===== src/rtl/timer_prog_if.sv =====
// Control/status bundle for timer_prog: start/stop pulses and latched-on-start
// parameters in, busy/done/elapsed status out.
interface timer_prog_if #(
    parameter int BIT_LEN = 16
);
    logic               start;
    logic               stop;
    logic [1:0]         unit;
    logic               periodic;
    logic [BIT_LEN-1:0] delay;
    logic               busy;
    logic               done;
    logic [BIT_LEN-1:0] elapsed;

    modport master (
        output start, stop, unit, periodic, delay,
        input  busy, done, elapsed
    );

    modport slave (
        input  start, stop, unit, periodic, delay,
        output busy, done, elapsed
    );
endinterface


===== src/rtl/timer_prog.sv =====
// Programmable one-shot/periodic delay timer. Delay is D units of T cycles,
// T selected per start (cycles / microseconds / milliseconds).
// Priority per edge: stop > start > terminal count.
module timer_prog #(
    parameter int CLK_PER_US = 125,
    parameter int BIT_LEN    = 16
) (
    input  logic         clk,
    input  logic         rst_n,
    timer_prog_if.slave  bus
);
    localparam int PW = $clog2(1000 * CLK_PER_US);
    localparam logic [PW-1:0] T_US_MAX = PW'(CLK_PER_US - 1);
    localparam logic [PW-1:0] T_MS_MAX = PW'(1000 * CLK_PER_US - 1);

    typedef enum logic { IDLE, RUN } state_t;

    state_t             state, state_n;
    logic [BIT_LEN-1:0] d_q, d_n;
    logic [1:0]         tsel_q, tsel_n;
    logic               per_q, per_n;
    logic [PW-1:0]      presc, presc_n;
    logic [BIT_LEN-1:0] elap, elap_n;
    logic               busy_q, done_q, done_n;

    logic [PW-1:0]      tmax;
    logic               tick;
    logic               term;

    // Prescaler terminal value for the latched time base (11 aliases 10)
    always_comb begin
        tmax = '0;
        case (tsel_q)
            2'b00:   tmax = '0;
            2'b01:   tmax = T_US_MAX;
            default: tmax = T_MS_MAX;
        endcase
    end

    assign tick = (state == RUN) && (presc == tmax);
    // Compare against D-1 so elapsed never needs to hold D itself
    assign term = tick && (elap == d_q - BIT_LEN'(1));

    // Next-state and next-counter logic, stop > start > terminal count
    always_comb begin
        state_n = state;
        d_n     = d_q;
        tsel_n  = tsel_q;
        per_n   = per_q;
        presc_n = presc;
        elap_n  = elap;
        done_n  = 1'b0;
        if (bus.stop) begin
            state_n = IDLE;
            presc_n = '0;
            elap_n  = '0;
        end else if (bus.start) begin
            d_n     = bus.delay;
            tsel_n  = bus.unit;
            per_n   = bus.periodic;
            presc_n = '0;
            elap_n  = '0;
            if (bus.delay == '0) begin
                // Zero delay: immediate done, never enters RUN
                state_n = IDLE;
                done_n  = 1'b1;
            end else begin
                state_n = RUN;
            end
        end else if (state == RUN) begin
            if (tick) begin
                presc_n = '0;
                if (term) begin
                    done_n = 1'b1;
                    elap_n = '0;
                    if (!per_q) state_n = IDLE;
                end else begin
                    elap_n = elap + BIT_LEN'(1);
                end
            end else begin
                presc_n = presc + PW'(1);
            end
        end
    end

    // State, latched parameters, counters and registered outputs
    always_ff @(posedge clk or negedge rst_n) begin
        if (!rst_n) begin
            state  <= IDLE;
            d_q    <= '0;
            tsel_q <= '0;
            per_q  <= 1'b0;
            presc  <= '0;
            elap   <= '0;
            busy_q <= 1'b0;
            done_q <= 1'b0;
        end else begin
            state  <= state_n;
            d_q    <= d_n;
            tsel_q <= tsel_n;
            per_q  <= per_n;
            presc  <= presc_n;
            elap   <= elap_n;
            busy_q <= (state_n == RUN);
            done_q <= done_n;
        end
    end

    assign bus.busy    = busy_q;
    assign bus.done    = done_q;
    assign bus.elapsed = elap;
endmodule


===== src/flat_wrapper.sv =====
// flat-port wrapper written by rule: the top's interface ports become plain ports
module timer_prog_flat 
#(
    parameter int CLK_PER_US = 125,
    parameter int BIT_LEN    = 16
)
  (clk, rst_n, bus_start, bus_stop, bus_unit, bus_periodic, bus_delay, bus_busy, bus_done, bus_elapsed);
  timer_prog_if #(.BIT_LEN(BIT_LEN)) bus_i ();
  input  logic clk;
  input  logic rst_n;
  input wire logic [$bits(bus_i.start)-1:0] bus_start;
  input wire logic [$bits(bus_i.stop)-1:0] bus_stop;
  input wire logic [$bits(bus_i.unit)-1:0] bus_unit;
  input wire logic [$bits(bus_i.periodic)-1:0] bus_periodic;
  input wire logic [$bits(bus_i.delay)-1:0] bus_delay;
  output wire logic [$bits(bus_i.busy)-1:0] bus_busy;
  output wire logic [$bits(bus_i.done)-1:0] bus_done;
  output wire logic [$bits(bus_i.elapsed)-1:0] bus_elapsed;
  assign bus_i.start = bus_start;
  assign bus_i.stop = bus_stop;
  assign bus_i.unit = bus_unit;
  assign bus_i.periodic = bus_periodic;
  assign bus_i.delay = bus_delay;
  assign bus_busy = bus_i.busy;
  assign bus_done = bus_i.done;
  assign bus_elapsed = bus_i.elapsed;
  timer_prog #(.CLK_PER_US(CLK_PER_US), .BIT_LEN(BIT_LEN)) u_core (.clk(clk), .rst_n(rst_n), .bus(bus_i));
endmodule

===== config.mk =====
export PLATFORM = sky130hd
export DESIGN_NAME = timer_prog_flat
export DESIGN_NICKNAME = d
export VERILOG_FILES = /design/src/rtl/timer_prog_if.sv /design/src/rtl/timer_prog.sv /design/src/flat_wrapper.sv
export SDC_FILE = /design/constraint.sdc
export NUM_CORES = 1
export LEC_CHECK = 0
export ABC_AREA = 1
export ABC_CLOCK_PERIOD_IN_PS = 2100
export BUFFER_PORTS_ARGS = -buffer_cell sky130_fd_sc_hd__buf_4
export CELL_PAD_IN_SITES_DETAIL_PLACEMENT = 1
export CELL_PAD_IN_SITES_GLOBAL_PLACEMENT = 2
export CORE_MARGIN = 2
export CORE_UTILIZATION = 30
export CTS_CLUSTER_SIZE = 12
export DETAILED_ROUTE_END_ITERATION = 7
export PLACE_DENSITY = 0.72
export SYNTH_ARGS = -nofsm -noshare
export SYNTH_HDL_FRONTEND = slang
export SYNTH_SLANG_ARGS = --single-unit
export TNS_END_PERCENT = 1

===== constraint.sdc =====
create_clock -name clk -period 2.1 [get_ports clk]
set_input_delay 0.21 -clock clk [delete_from_list [all_inputs] [get_ports clk]]
set_output_delay 0.21 -clock clk [all_outputs]
set_load 0.01 [all_outputs]

# == Yosys cells after proc, flatten, opt, wreduce, memory -nomap -nowiden ==
# Cells that the tools add are included.
# totals
register_bits,54
# classes
n_addsub,3
eq_ne,3
mux,23
bitwise_logic,1
reduce_logical,8
# op_table
op,n
16-bit two-way mux,5
17-bit two-way mux,4
17-bit one-hot mux with 2 select lines,1
"17-bit by 1-bit adder with 17-bit output, second input constant",1
17-bit == test,1
"16-bit by 1-bit adder with 16-bit output, second input constant",1
16-bit == test,1
16-bit zero test,1
"16-bit by 1-bit subtractor with 16-bit output, second input constant",1
1-bit two-way mux,13
3-bit nonzero test,2
2-bit AND reduction,2
"2-bit by 1-bit == test with 1-bit output, second input constant",1
1-bit logical AND,2
2-bit zero test,1
1-bit inverter,1

# == Longest topological paths before layout ==
# logic_depth
ltp_word,10
depth_mapped,15

# == Worst setup path after synthesis ==
# OpenSTA, ideal clock, no wires.
# synth_timing
kind,flip-flop to flip-flop
startpoint,register u_core.d_q[0]
endpoint,register u_core.elap[6] (netlist: u_core.bus.elapsed[6])
t_arrival_ns,1.850
setup_slack_ns,0.134
stages_incl_launch_ff,15
synth_period_minus_slack_ns,1.966
path_cell_list,dfrtp_1 > inv_2 > ha_1 > nand2_4 > nor2_4 > nand2_2 > nand2_2 > nand2_2 > nand2_2 > o21ai_2 > nor2_4 > nand3_4 > buf_6 > nand3b_2 > nand2_2
# synth_via
elab_chain_len,8
# synth_lines
item,line_no,rtl
"start, declared",timer_prog.sv:19,"logic [BIT_LEN-1:0] d_q, d_n;"
"start signal, assigned",timer_prog.sv:99,d_q <= d_n;
16-bit by 1-bit subtractor with 16-bit output,timer_prog.sv:42,assign term = tick && (elap == d_q - BIT_LEN'(1));
16-bit == test,timer_prog.sv:42,
1-bit logical AND,timer_prog.sv:42,
16-bit two-way mux,timer_prog.sv:73,if (term) begin
16-bit two-way mux,timer_prog.sv:71,if (tick) begin
16-bit two-way mux,timer_prog.sv:70,end else if (state == RUN) begin
16-bit two-way mux,timer_prog.sv:57,end else if (bus.start) begin
16-bit two-way mux,timer_prog.sv:53,if (bus.stop) begin
"end signal, assigned",timer_prog.sv:103,elap <= elap_n;
"end, declared",timer_prog.sv:23,"logic [BIT_LEN-1:0] elap, elap_n;"
# No other way between the ends. The select of a mux whose other input is x is not followed.
# A chain may end at the register's enable or synchronous reset.

# == Worst setup path after layout ==
# layout_timing
startpoint,register u_core.d_q[1]
endpoint,register u_core.elap[11] (netlist: u_core.bus.elapsed[11])
# The elaborated chain is that of the path after synthesis.

==> flow_metrics.tcl <==
set metrics [dict create \
    outcome "finished with violations" \
    violations "hold timing" \
    clockBufferDepth 2 \
    mappedNetlistNets 570 \
    dpl_worst_slack_ns -0.130 \
    wl_per_cell_um 15.3 \
    report.final.setup_viol 0 \
    clock_tree.htree_level_count 2 \
    finClkSkew_ns 0.0124 \
    critical_path.endpoint_type "flop" \
    cts_num_sinks 54 \
    clk_transition_reported_paths_ns 0.08 \
    mostFrequentLayoutCell "sky130_fd_sc_hd__nand2_1" \
    gr-total-overflow 0 \
    global_route.usage.met1 0.228 \
    vdd_drop_max_mv 0.316 \
    grt_pass1_wl_um 20300 \
    numCtsBuffers 5 \
    syn_area_per_cell_um2 7.13 \
    timing.setup.critical_path_class "flop to flop" \
    most-common-layout-cells "sky130_fd_sc_hd__nand2_1 (146), sky130_fd_sc_hd__buf_4 (70), sky130_fd_sc_hd__inv_1 (63), sky130_fd_sc_hd__nor2_1 (63), sky130_fd_sc_hd__dfrtp_1 (51)" \
    multi_input_comb_area_um2 2250 \
    hpwlAfterDp_um 9200 \
    initial_utilization 0.307 \
    cellLeakagePower_nw 2.22 \
    finalWeightedCongestion 0.792 \
    drcViolationCount 0 \
    worst_slew_margin_rel 0.486 \
    place.detailed.instances 775 \
    asyncSetResetFlopFracSynth 1.00 \
    design.die.area_um2 13900 \
    cellPowerDensity_nw_per_um2 535 \
    route.final.wire_length_um 12000 \
    maximum_clock_frequency_mhz 488 \
    insertedDiodeCount 0 \
    synth.lib_cells_used.distinct 35 \
    detailroute.via_count 3682 \
    drtIter0Drc 115 \
    cts_tree "yes" \
    cts-root-buf "sky130_fd_sc_hd__clkbuf_16" \
    hold_buffers 0 \
    critical_path.reg2reg.startpoint "u_core.d_q[1]" \
    critPathLaunch "u_core.d_q[1]" \
    rsz0062_at_grt "true" \
    design.portCount 41 \
    horizontal_die_dimension_um 118 \
    floorplan.core_area_um2 12600 \
    hold_class "input port to async pin" \
    place.port_buffers 40 \
    crit_path_max_fanout 8 \
    period_share 0.975 \
    drv_slew 0 \
    actual_transition_at_the_worst_max_transition_pin_ns 0.771 \
    die_height_um 118 \
    postRouteAntennaNets 0 \
    instances_no_fill 783 \
    syn-cell-area_um2 3880 \
    hold-worst-slack_ns -0.0340 \
    critical_path_required_ns 2.30 \
    edff_count_synth 0 \
    vias_per_cell 4.70 \
    final-seq-area_um2 1360 \
    grt_util_met3 0.0339 \
    post_route_cells_drive_above_1_share 0.242 \
    first_global_vias 4024 \
    clk_latency_ns 0.31 \
    yosysWarnings 0 \
    synthesis.instances 544 \
    period_minus_ws_final_ns 2.05 \
    worstPathArrival_ns 2.25 \
    finalNetCount 637 \
    row_count 41 \
    top_usage_layer "met2" \
    gr-usage-all-layers 0.183 \
    antenna_found_initial 0 \
    finalHoldViolCount 39 \
    drv.max_cap_violation_count 0 \
    area_delta_synth_final_pct 22.9 \
    seq_area_frac_synth 0.348 \
    setup.worst_path.start_class "flop" \
    grt_max_degree 55 \
    synth_ff_type "sky130_fd_sc_hd__dfrtp_1" \
    met2_usage 0.327 \
    fillers 1626 \
    finish.utilization 0.378 \
    synth.ff_latch_count 54 \
    timing.final.ws_setup_ns 0.0516 \
    first_pass_iters 4 \
    cts_post_setup_buffers_inserted 0 \
]
==> layer usage <==
metal  share of wire  vias to the layer above
met5               0                        -
met4          0.0097                        0
met3           0.022                        6
met2            0.51                       22
met1            0.46                     1787
li1                -                     1867
==> timing repair <==
item	CTS	global route
cloned	1	0
resized for setup	5	7
endpoints found under the setup margin	16	19
pin swaps	6	7
hold endpoints to repair	0	0
==> cell type report <==
cell class	instances	area share
inverter	70	0.0551
tap	172	0.0451
timing repair buffer	71	0.114
clock inverter	2	0.00315
multi-input combinational	409	0.472
clock buffer	5	0.0262
sequential	54	0.284
==> Yosys cell counts, types with 2 or more instances <==
master,n,area (µm²)
sky130_fd_sc_hd__nand3b_2,4,45.0
sky130_fd_sc_hd__nand3b_1,8,60.1
sky130_fd_sc_hd__dfrtp_1,54,1350
sky130_fd_sc_hd__nor2_4,8,90.1
sky130_fd_sc_hd__nor4_1,4,25.0
sky130_fd_sc_hd__o211ai_1,2,15.0
sky130_fd_sc_hd__clkbuf_1,5,18.8
sky130_fd_sc_hd__buf_4,2,15.0
sky130_fd_sc_hd__nor3_2,3,30.0
sky130_fd_sc_hd__nor3_1,14,70.1
sky130_fd_sc_hd__mux2_2,5,56.3
sky130_fd_sc_hd__nor2_1,66,248
sky130_fd_sc_hd__nand2_2,11,68.8
sky130_fd_sc_hd__xor2_1,18,158
sky130_fd_sc_hd__inv_1,63,236
sky130_fd_sc_hd__nand2_4,3,33.8
sky130_fd_sc_hd__xnor2_1,8,70.1
sky130_fd_sc_hd__nand3_4,2,35.0
sky130_fd_sc_hd__nor2_2,6,37.5
sky130_fd_sc_hd__buf_2,2,10.0
sky130_fd_sc_hd__nand2_1,146,548
sky130_fd_sc_hd__inv_2,7,26.3
sky130_fd_sc_hd__nand3_1,36,180
sky130_fd_sc_hd__a21oi_1,22,110
sky130_fd_sc_hd__nand3_2,8,80.1
sky130_fd_sc_hd__o21ai_1,2,10.0
sky130_fd_sc_hd__nand4_1,12,75.1
sky130_fd_sc_hd__buf_6,2,22.5
sky130_fd_sc_hd__o21ai_0,13,65.1
sky130_fd_sc_hd__ha_1,3,37.5
==> kinds of logic (layout without fill, tap and decap cells) <==
logic type,Yosys count,count (layout),synth area share
compound gates,40,40,0.0539
xor+xnor,26,26,0.0587
flops,54,54,0.348
buf+inv,82,148,0.0861
fa+ha+maj,3,3,0.00968
simple gates,333,334,0.426
mux,6,6,0.0171
==> report_power, final <==
group          internal (mW)  leakage (nW)  switching (mW)
logic                  0.211          1.46           0.311
clock network          0.437        0.0619           0.430
registers               1.09         0.699          0.0728
total                   1.74          2.22           0.813
==> flip-flops by register name, summed over array words and instances (netlist names) <==
| name | cells |
|---|---|
| u_core.tsel_q | 2 |
| u_core.state | 1 |
| u_core.d_q | 16 |
| u_core.bus.elapsed | 16 |
| u_core.presc | 17 |
| u_core.bus.done | 1 |
| u_core.per_q | 1 |
==> path summary, 6_finish.rpt <==
| path | slack, ns | cells after the start | end |
|---|---|---|---|
| setup / recovery | 0.05 | 11 | u_core.bus.elapsed[11] |
| hold / removal | -0.03 | 1 | u_core.d_q[3] |
| setup reg to reg | 0.05 | 11 | u_core.bus.elapsed[11] |
| hold reg to reg | 0.52 | 2 | u_core.per_q |
| max in group asynchronous | 1.58 | 1 | u_core.state |
| min in group clk | 0.04 | 2 | u_core.bus.done |
==> critical path, stage by stage (launching register included) <==
cell and delay [ns]:
sky130_fd_sc_hd__dfrtp_1 0.38, sky130_fd_sc_hd__buf_4 0.15, sky130_fd_sc_hd__nor2_4 0.13, sky130_fd_sc_hd__nand2_4 0.08, sky130_fd_sc_hd__nor2_8 0.18, sky130_fd_sc_hd__nand3_4 0.10, sky130_fd_sc_hd__xor2_1 0.21, sky130_fd_sc_hd__nand2_1 0.13
sky130_fd_sc_hd__nor2_4 0.19, sky130_fd_sc_hd__nand3_4 0.18, sky130_fd_sc_hd__nand3b_1 0.14, sky130_fd_sc_hd__nand2_1 0.06
==> stage by stage <==
stage | cell area (µm²) | setup TNS (ns) | total power [mW]
2_1_floorplan | 3880 | 0 | 1.48
3_3_place_gp | 4570 | -0.174 | 1.68
3_5_place_dp | 4570 | -1.28 | 1.69
4_1_cts | 4750 | 0 | 2.61
5_1_grt | 4770 | -1.52 | 2.72
6_report | 4770 | 0 | 2.55
Power figures use the tool's default switching activity.
